[src/rtl/dmi_pkg.sv]
// Shared DMI definitions: request/response codes, DM register map and the
// master state encoding used by the Wishbone DMI master.
package dmi_pkg;

  typedef enum logic [1:0] {
    DMI_NOP   = 2'd0,
    DMI_READ  = 2'd1,
    DMI_WRITE = 2'd2,
    DMI_RSVD  = 2'd3
  } dmi_op_e;

  typedef enum logic [1:0] {
    DMI_SUCCESS  = 2'd0,
    DMI_RSP_RSVD = 2'd1,
    DMI_FAILED   = 2'd2,
    DMI_BUSY     = 2'd3
  } dmi_rsp_e;

  localparam logic [31:0] ADDRESS_DM_CONTROL_REGISTER = 32'h10;
  localparam int unsigned HALTREQ   = 31;
  localparam int unsigned RESUMEREQ = 30;
  localparam int unsigned HARTRESET = 29;

  typedef enum logic [1:0] {
    ST_IDLE,
    ST_BUS,
    ST_RELEASE,
    ST_RESP
  } master_state_e;

  // Timeout counter width: enough to hold the terminal count, never below 8 bits.
  function automatic int unsigned cnt_width(input int unsigned terminal);
    int unsigned w;
    w = $clog2(terminal + 1);
    return (w < 8) ? 8 : w;
  endfunction

endpackage

[src/rtl/wb_timeout_counter.sv]
// Saturating cycle counter bounding a Wishbone cycle; tc_o flags the terminal count.
module wb_timeout_counter #(
  parameter int unsigned TERMINAL = 255,
  parameter int unsigned CNT_W    = 8
) (
  input  logic clk_i,
  input  logic rst_i,
  input  logic clr_i,
  input  logic en_i,
  output logic tc_o
);

  localparam logic [CNT_W-1:0] TC = CNT_W'(TERMINAL);

  logic [CNT_W-1:0] cnt_q;
  logic [CNT_W-1:0] cnt_d;

  always_comb begin
    cnt_d = cnt_q;
    if (clr_i) begin
      cnt_d = '0;
    end else if (en_i && (cnt_q != TC)) begin
      cnt_d = cnt_q + CNT_W'(1);
    end
  end

  always_ff @(posedge clk_i or negedge rst_i) begin
    if (!rst_i) begin
      cnt_q <= '0;
    end else begin
      cnt_q <= cnt_d;
    end
  end

  assign tc_o = (cnt_q == TC);

endmodule

[src/rtl/wishbone_dmi_master.sv]
// Turns single DMI requests from the DTM into single Wishbone classic cycles
// towards the DM slave and returns one DMI response per request.
module wishbone_dmi_master
  import dmi_pkg::*;
#(
  parameter int unsigned ADDR_W         = 7,
  parameter int unsigned TIMEOUT_CYCLES = 255
) (
  input  logic              clk_i,
  input  logic              rst_i,
  input  logic              req_valid_i,
  output logic              req_ready_o,
  input  logic [1:0]        req_op_i,
  input  logic [ADDR_W-1:0] req_addr_i,
  input  logic [31:0]       req_data_i,
  output logic              rsp_valid_o,
  input  logic              rsp_ready_i,
  output logic [1:0]        rsp_op_o,
  output logic [31:0]       rsp_data_o,
  output logic [31:0]       addr_o,
  output logic              we_o,
  output logic [63:0]       data_o,
  output logic              cyc_o,
  output logic              stb_o,
  input  logic [63:0]       data_i,
  input  logic              ack_i
);

  localparam int unsigned CNT_W = cnt_width(TIMEOUT_CYCLES);

  master_state_e     state_q, state_d;
  dmi_op_e           op_q, op_d;
  logic [ADDR_W-1:0] addr_q, addr_d;
  logic [31:0]       wdata_q, wdata_d;
  dmi_rsp_e          rsp_op_q, rsp_op_d;
  logic [31:0]       rsp_data_q, rsp_data_d;

  logic cnt_clr;
  logic cnt_en;
  logic cnt_tc;

  // Only the low word of the 64-bit bus carries DMI data.
  logic unused_data_hi;
  assign unused_data_hi = ^data_i[63:32];

  wb_timeout_counter #(
    .TERMINAL (TIMEOUT_CYCLES),
    .CNT_W    (CNT_W)
  ) u_timeout (
    .clk_i (clk_i),
    .rst_i (rst_i),
    .clr_i (cnt_clr),
    .en_i  (cnt_en),
    .tc_o  (cnt_tc)
  );

  always_comb begin
    state_d     = state_q;
    op_d        = op_q;
    addr_d      = addr_q;
    wdata_d     = wdata_q;
    rsp_op_d    = rsp_op_q;
    rsp_data_d  = rsp_data_q;
    req_ready_o = 1'b0;
    rsp_valid_o = 1'b0;
    cyc_o       = 1'b0;
    we_o        = 1'b0;
    cnt_clr     = (state_q != ST_BUS);
    cnt_en      = 1'b0;

    unique case (state_q)
      ST_IDLE: begin
        req_ready_o = 1'b1;
        if (req_valid_i) begin
          op_d       = dmi_op_e'(req_op_i);
          addr_d     = req_addr_i;
          wdata_d    = req_data_i;
          rsp_data_d = '0;
          unique case (dmi_op_e'(req_op_i))
            DMI_READ, DMI_WRITE: begin
              rsp_op_d = DMI_SUCCESS;
              state_d  = ST_BUS;
            end
            DMI_NOP: begin
              rsp_op_d = DMI_SUCCESS;
              state_d  = ST_RESP;
            end
            default: begin
              rsp_op_d = DMI_FAILED;
              state_d  = ST_RESP;
            end
          endcase
        end
      end

      ST_BUS: begin
        cyc_o  = 1'b1;
        we_o   = (op_q == DMI_WRITE);
        cnt_en = 1'b1;
        // ack is checked first so a late ack on the terminal cycle still succeeds.
        if (ack_i) begin
          rsp_op_d = DMI_SUCCESS;
          if (op_q == DMI_READ) begin
            rsp_data_d = data_i[31:0];
          end
          state_d = ST_RELEASE;
        end else if (cnt_tc) begin
          rsp_op_d   = DMI_FAILED;
          rsp_data_d = '0;
          state_d    = ST_RELEASE;
        end
      end

      ST_RELEASE: begin
        if (!ack_i) begin
          state_d = ST_RESP;
        end
      end

      ST_RESP: begin
        rsp_valid_o = 1'b1;
        if (rsp_ready_i) begin
          state_d = ST_IDLE;
        end
      end

      default: state_d = ST_IDLE;
    endcase
  end

  always_ff @(posedge clk_i or negedge rst_i) begin
    if (!rst_i) begin
      state_q    <= ST_IDLE;
      op_q       <= DMI_NOP;
      addr_q     <= '0;
      wdata_q    <= '0;
      rsp_op_q   <= DMI_SUCCESS;
      rsp_data_q <= '0;
    end else begin
      state_q    <= state_d;
      op_q       <= op_d;
      addr_q     <= addr_d;
      wdata_q    <= wdata_d;
      rsp_op_q   <= rsp_op_d;
      rsp_data_q <= rsp_data_d;
    end
  end

  assign stb_o      = cyc_o;
  assign addr_o     = 32'(addr_q);
  assign data_o     = {32'h0, wdata_q};
  assign rsp_op_o   = (state_q == ST_RESP) ? rsp_op_q : 2'b00;
  assign rsp_data_o = (state_q == ST_RESP) ? rsp_data_q : 32'h0;

endmodule

[config.mk]
export PLATFORM = sky130hd
export DESIGN_NAME = wishbone_dmi_master
export DESIGN_NICKNAME = d
export VERILOG_FILES = /design/src/rtl/dmi_pkg.sv /design/src/rtl/wb_timeout_counter.sv /design/src/rtl/wishbone_dmi_master.sv
export SDC_FILE = /design/constraint.sdc
export NUM_CORES = 1
export LEC_CHECK = 0
export BUFFER_PORTS_ARGS = -buffer_cell sky130_fd_sc_hd__buf_2
export CORE_MARGIN = 1
export CORE_UTILIZATION = 47
export DETAILED_ROUTE_END_ITERATION = 6
export PLACE_DENSITY = 0.92
export SYNTH_ARGS = -nofsm -noshare
export SYNTH_HDL_FRONTEND = slang
export SYNTH_SLANG_ARGS = --single-unit
[constraint.sdc]
create_clock -name clk_i -period 4.01 [get_ports clk_i]
set_input_delay 0.2005 -clock clk_i [delete_from_list [all_inputs] [get_ports clk_i]]
set_output_delay 0.2005 -clock clk_i [all_outputs]
set_load 0.02 [all_outputs]
# [Word-level counts from Yosys, hierarchy flattened]
# Index checks and enable logic that the tools add are counted.
[totals] ff_bits=85 inputBits=110
[classes] n_addsub=1 n_eq_ne=15 mux=24 reduce_logical=11
[op_table] operator="$mux W32" n=5
[op_table] operator="$pmux W32 S2" n=1
[op_table] operator="$mux W2" n=10
[op_table] operator="$mux W8" n=2
[op_table] operator="$add A8 B1 Y8 const B" n=1
[op_table] operator="$eq A2 B2 Y1 const B" n=4
[op_table] operator="$eq A8 B8 Y1 const B" n=1
[op_table] operator="$ne A8 B8 Y1 const B" n=1
[op_table] operator="$pmux W2 S4" n=1
[op_table] operator="$reduce_and A4 Y1" n=2
[op_table] operator="$eq A2 B1 Y1 const B" n=3
[op_table] operator="$ne A2 B2 Y1 const B" n=3
[op_table] operator="$ne A3 B3 Y1 const B" n=2
[op_table] operator="$logic_not A2 Y1" n=2
[op_table] operator="$mux W1" n=4
[op_table] operator="$pmux W2 S2" n=1
[op_table] operator="$reduce_bool A2 Y1" n=2
[op_table] operator="$reduce_and A3 Y1" n=1
[op_table] operator="$reduce_or A3 Y1" n=1
[op_table] operator="$ne A2 B1 Y1 const B" n=1
[op_table] operator="$reduce_and A2 Y1" n=1
[op_table] operator="$reduce_or A2 Y1" n=1
[op_table] operator="$logic_and A1 B1 Y1" n=1

# [Longest topological paths before layout]
[logic_depth] depth_word=5 mapped_depth=8

# [Cells and area by module]
# A second synthesis with hierarchy kept.
[hier_totals] hier_cells=370 area_unflattened_um2=4509.3
[by_module_without_submodules] module="wishbone_dmi_master" instances=1 cells_each=323 area_each_um2=4040.1 seq_area_each_um2=1901.8
[by_module_without_submodules] module="wb_timeout_counter" instances=1 cells_each=47 area_each_um2=469.2 seq_area_each_um2=200.2

# [Worst setup path before layout]
# OpenSTA, ideal clock, no wires.
[synth_timing] path_kind="register -> output" start="reg state_q[1]" end="out we_o" t_arrival_ps=1647 required_ps=3809 path_slack_ps=2162 stages_incl_launch_ff=6 path_cell_list="dfrtp_1 inv_1 ha_1 buf_2 inv_1 nor3b_1"
[synth_between] elab_chain_cells=2
[synth_rtl] element="start, declared" line_no="wishbone_dmi_master.sv:31" source="master_state_e state_q, state_d;"
[synth_rtl] element="start signal, assigned" line_no="wishbone_dmi_master.sv:140" source="state_q <= state_d;"
[synth_rtl] element="$eq A2 B1 Y1" line_no="wishbone_dmi_master.sv:71" source="unique case (state_q)"
[synth_rtl] element="$mux W1" line_no="wishbone_dmi_master.sv:71"
[synth_rtl] element="end, declared" line_no="wishbone_dmi_master.sv:21" source="output logic we_o,"
# Every way passes these cells.

# [Final worst setup path]
[layout_timing] start="reg state_q[0]" end="out rsp_data_o[31]"
[layout_between] elab_chain_cells=2
[layout_rtl] element="$eq A2 B2 Y1" line_no="wishbone_dmi_master.sv:153" source="assign rsp_data_o = (state_q == ST_RESP) ? rsp_data_q : 32'h0;"
[layout_rtl] element="$mux W32" line_no="wishbone_dmi_master.sv:153"
[layout_rtl] element="end, declared" line_no="wishbone_dmi_master.sv:19" source="output logic [31:0] rsp_data_o,"
# Every way passes these cells.

==> flow_summary_export.csv <==
group,metric,value,unit
outcome,status,"finished clean",
synth,synth.most_common_cell,"dfrtp_1",
synth,synthesis.area_per_instance,12.3,sq um
timing,finalSetupViolCount,0,
die,io_pins,245,
synth,ys_seq_area_frac,0.521,
timing,hold_violations,0,
route,drc_errors,0,
cts,cts_setup_buffers,0,
power,vdd_ir_drop_max,0.000409,V
die,die_area,8970,sq um
cts,cts.clk_slew.worst_paths,0.09,ns
cts,cts_max_path_buffers,2,
timing,setup_ws,1.78,ns
global_routing,grt_pass1_vias,2748,
route,drtIter0Drc,72,
timing,min_period,2.23,ns
placed_design,dp_slack,1.83,ns
setup_path,crit_chain,"ha_1, and2_1, buf_2",
cells_and_area,drive_gt1_frac,0.447,
global_routing,grt_start_max_net_pins,85,
cts,cts_sinks,84,
die,fp.dieW,94.7,um
placed_design,place_congestion,0.759,
setup_path,slowest_delay,0.84,ns
die,core,8260,sq um
global_routing,grt_util_all_layers,0.185,
global_routing,overflow,0,
cts,clock_latency,0.34,ns
synth,yosysWarnings,0,
setup_path,critical_path.max_fanout,35,
cells_and_area,n_fill_cell,702,
hold_path,hold_class,"in -> async",
global_routing,antenna_found_initial,0,
setup_path,crit_path_top_delay_cell,"ha_1",
setup_path,path_buf_inv,1,
die,die_h,94.7,um
power,leakage,2.59,nW
cells_and_area,num_antenna_cells,0,
die,start_util,0.489,
cts,cts_tree,"yes",
die,fp-row-count,33,
synth,ys_top_cells_by_count,"dfrtp_1, buf_4, mux2_2",
synth,synth-edff-count,0,
setup_path,worstPathRequired,3.81,ns
run,maxCapViolCount,0,
setup_path,cp-start-kind,"flop",
route,vias,2861,
route,avgRoutedWirePerCell,14.2,um
route,viasPerCell,4.87,
setup_path,regToRegStartpoint,"state_q[1]",
synth,synth_cells,329,
timing,max_slew.worst_pin.slew,1.03,ns
cells_and_area,utilization,0.587,
route,dr.pass1.iters,4,
setup_path,end_kind,"output port",
cells_and_area,nNetsFinal,594,
setup_path,path_delay_family,"adder cells",
timing,maxSlewHeadroom,0.311,
timing,tns,0,ns
cells_and_area,syn_to_final_growth,20.0,%
cts,cts-root-buf,"clkbuf_8",
cells_and_area,final_cell_area,4850,sq um
global_routing,grt_pass1_wl,12800,um
synth,async_reset_ff_frac,1.00,
setup_path,cp.arrival,2.03,ns
setup_path,timing.rr.end,"rsp_data_q[8]",
placed_design,dp_hpwl,6070,um
synth,yosysTopAreaCell,"dfrtp_1",
route,wirelength,8350,um
synth,ys_dominant_reg_cell,"dfrtp_1",
timing,timing.fmax,449,MHz
synth,synth_top_cell_area_share,0.521,
cts,postCtsHoldBufs,0,
timing,skew,0.0118,ns
cts,numCtsBuffers,9,
timing,slew_violations,0,
synth,synthTopCellsByArea,"dfrtp_1, mux2_2, buf_4",
power,p_per_area,701,nW/um^2
timing,fin_crit_sh,0.555,
cts,htree_levels,3,
setup_path,worstSetupPathType,"reg -> out",
timing,rsz0062_at_grt,"false",
cts,cts_resized,0,
synth,ys_types,33,
route,ant_nets,0,
placed_design,portBuffers,154,
setup_path,r2r_setup_slack,1.81,ns
setup_path,reg2reg_depth,6,
placed_design,place_area,4640,sq um
synth,synth-seq-cells,84,
synth,netlist_area,4040,sq um
cell usage in the layout (no fill, tap or decap):
master      count
buf_2         153
dfrtp_1        84
conb_1         58
mux2_2         41
and2_1         33
a22o_1         32
clkbuf_8       10
nand2_1         6
nor2_1          6
ha_1            6
a31oi_1         5
inv_1           4
nand2b_1        4
nand3_1         4
o21ai_0         4
a21oi_1         3
mux2i_1         3
clkinvlp_4      3
nor3b_1         2
nor2b_1         2
and3_1          2
nor3_1          2
buf_4           2
nor3_4          1
nand4_4         1
o21ai_4         1
o2111ai_4       1
nand2_2         1
o2111ai_1       1
xor2_1          1
xnor2_1         1
o311ai_0        1
o41ai_1         1
nand4_1         1
clkinv_4        1
clkbuf_1        1
bufinv_16       1
worst max path at each step:
stage / cells past startpoint / start / slack, ns / to
after floorplan: 5 / state_q[1] / 2.16 / we_o
after global placement: 4 / state_q[0] / 1.91 / wdata_q[3]
after detailed placement: 6 / state_q[1] / 1.83 / rsp_data_q[8]
after CTS: 3 / state_q[0] / 1.70 / rsp_data_o[31]
after global routing: 3 / state_q[0] / 1.60 / rsp_data_o[31]
final: 3 / state_q[0] / 1.78 / rsp_data_o[31]
through the flow:
step | power (mW) | std cells | hold WS [ns]
after floorplan | 2.45 | 386 | -0.0951
after global placement | 2.76 | 572 | 0.426
after detailed placement | 2.83 | 572 | 0.429
after CTS | 3.44 | 588 | 0.0542
after global routing | 3.62 | 588 | 0.0546
final | 3.40 | 588 | 0.0111
area by class of cell:
type	instances	area, sq um	area share
multi-input combinational	224	1610	0.333
sequential	84	2100	0.434
tap	105	131	0.0271
inverter	4	15.0	0.00310
clock inverter	5	61.3	0.0127
timing repair buffer	155	781	0.161
clock buffer	11	141	0.0292
sequential cells by signal, indices dropped and copies added (netlist names):
| name | flops |
|---|---|
| rsp_data_q | 32 |
| wdata_q | 32 |
| u_timeout.cnt_q | 8 |
| addr_q | 7 |
| op_q | 2 |
| state_q | 2 |
| rsp_op_q | 1 |
per-layer routing:
layer  track usage  part of all wire  vias up
met5             0                 0        -
met4        0.0581             0.011        0
met3        0.0523             0.061       11
met2         0.329              0.53      130
met1         0.216              0.40     1397
li1              -                 -     1323
kinds of logic (layout without fill, tap and decap cells):
| group | Yosys count | in the layout | share of synthesized area |
|---|---|---|---|
| compound gates | 49 | 49 | 0.103 |
| xor+xnor | 2 | 2 | 0.00434 |
| fa+ha+maj | 6 | 6 | 0.0186 |
| buf+inv | 78 | 175 | 0.135 |
| flops | 84 | 84 | 0.521 |
| mux | 44 | 44 | 0.122 |
| other cells | 1 | 58 | 0.000929 |
| simple gates | 65 | 65 | 0.0961 |
where the power goes:
group | leakage [nW] | internal [mW] | total [mW] | switching, mW
Sequential | 1.07 | 1.17 | 1.34 | 0.168
Clock | 0.0918 | 0.306 | 0.602 | 0.296
Combinational | 1.43 | 0.581 | 1.46 | 0.878
Total | 2.59 | 2.06 | 3.40 | 1.34
Note: power is estimated with default switching activity, not from simulation.
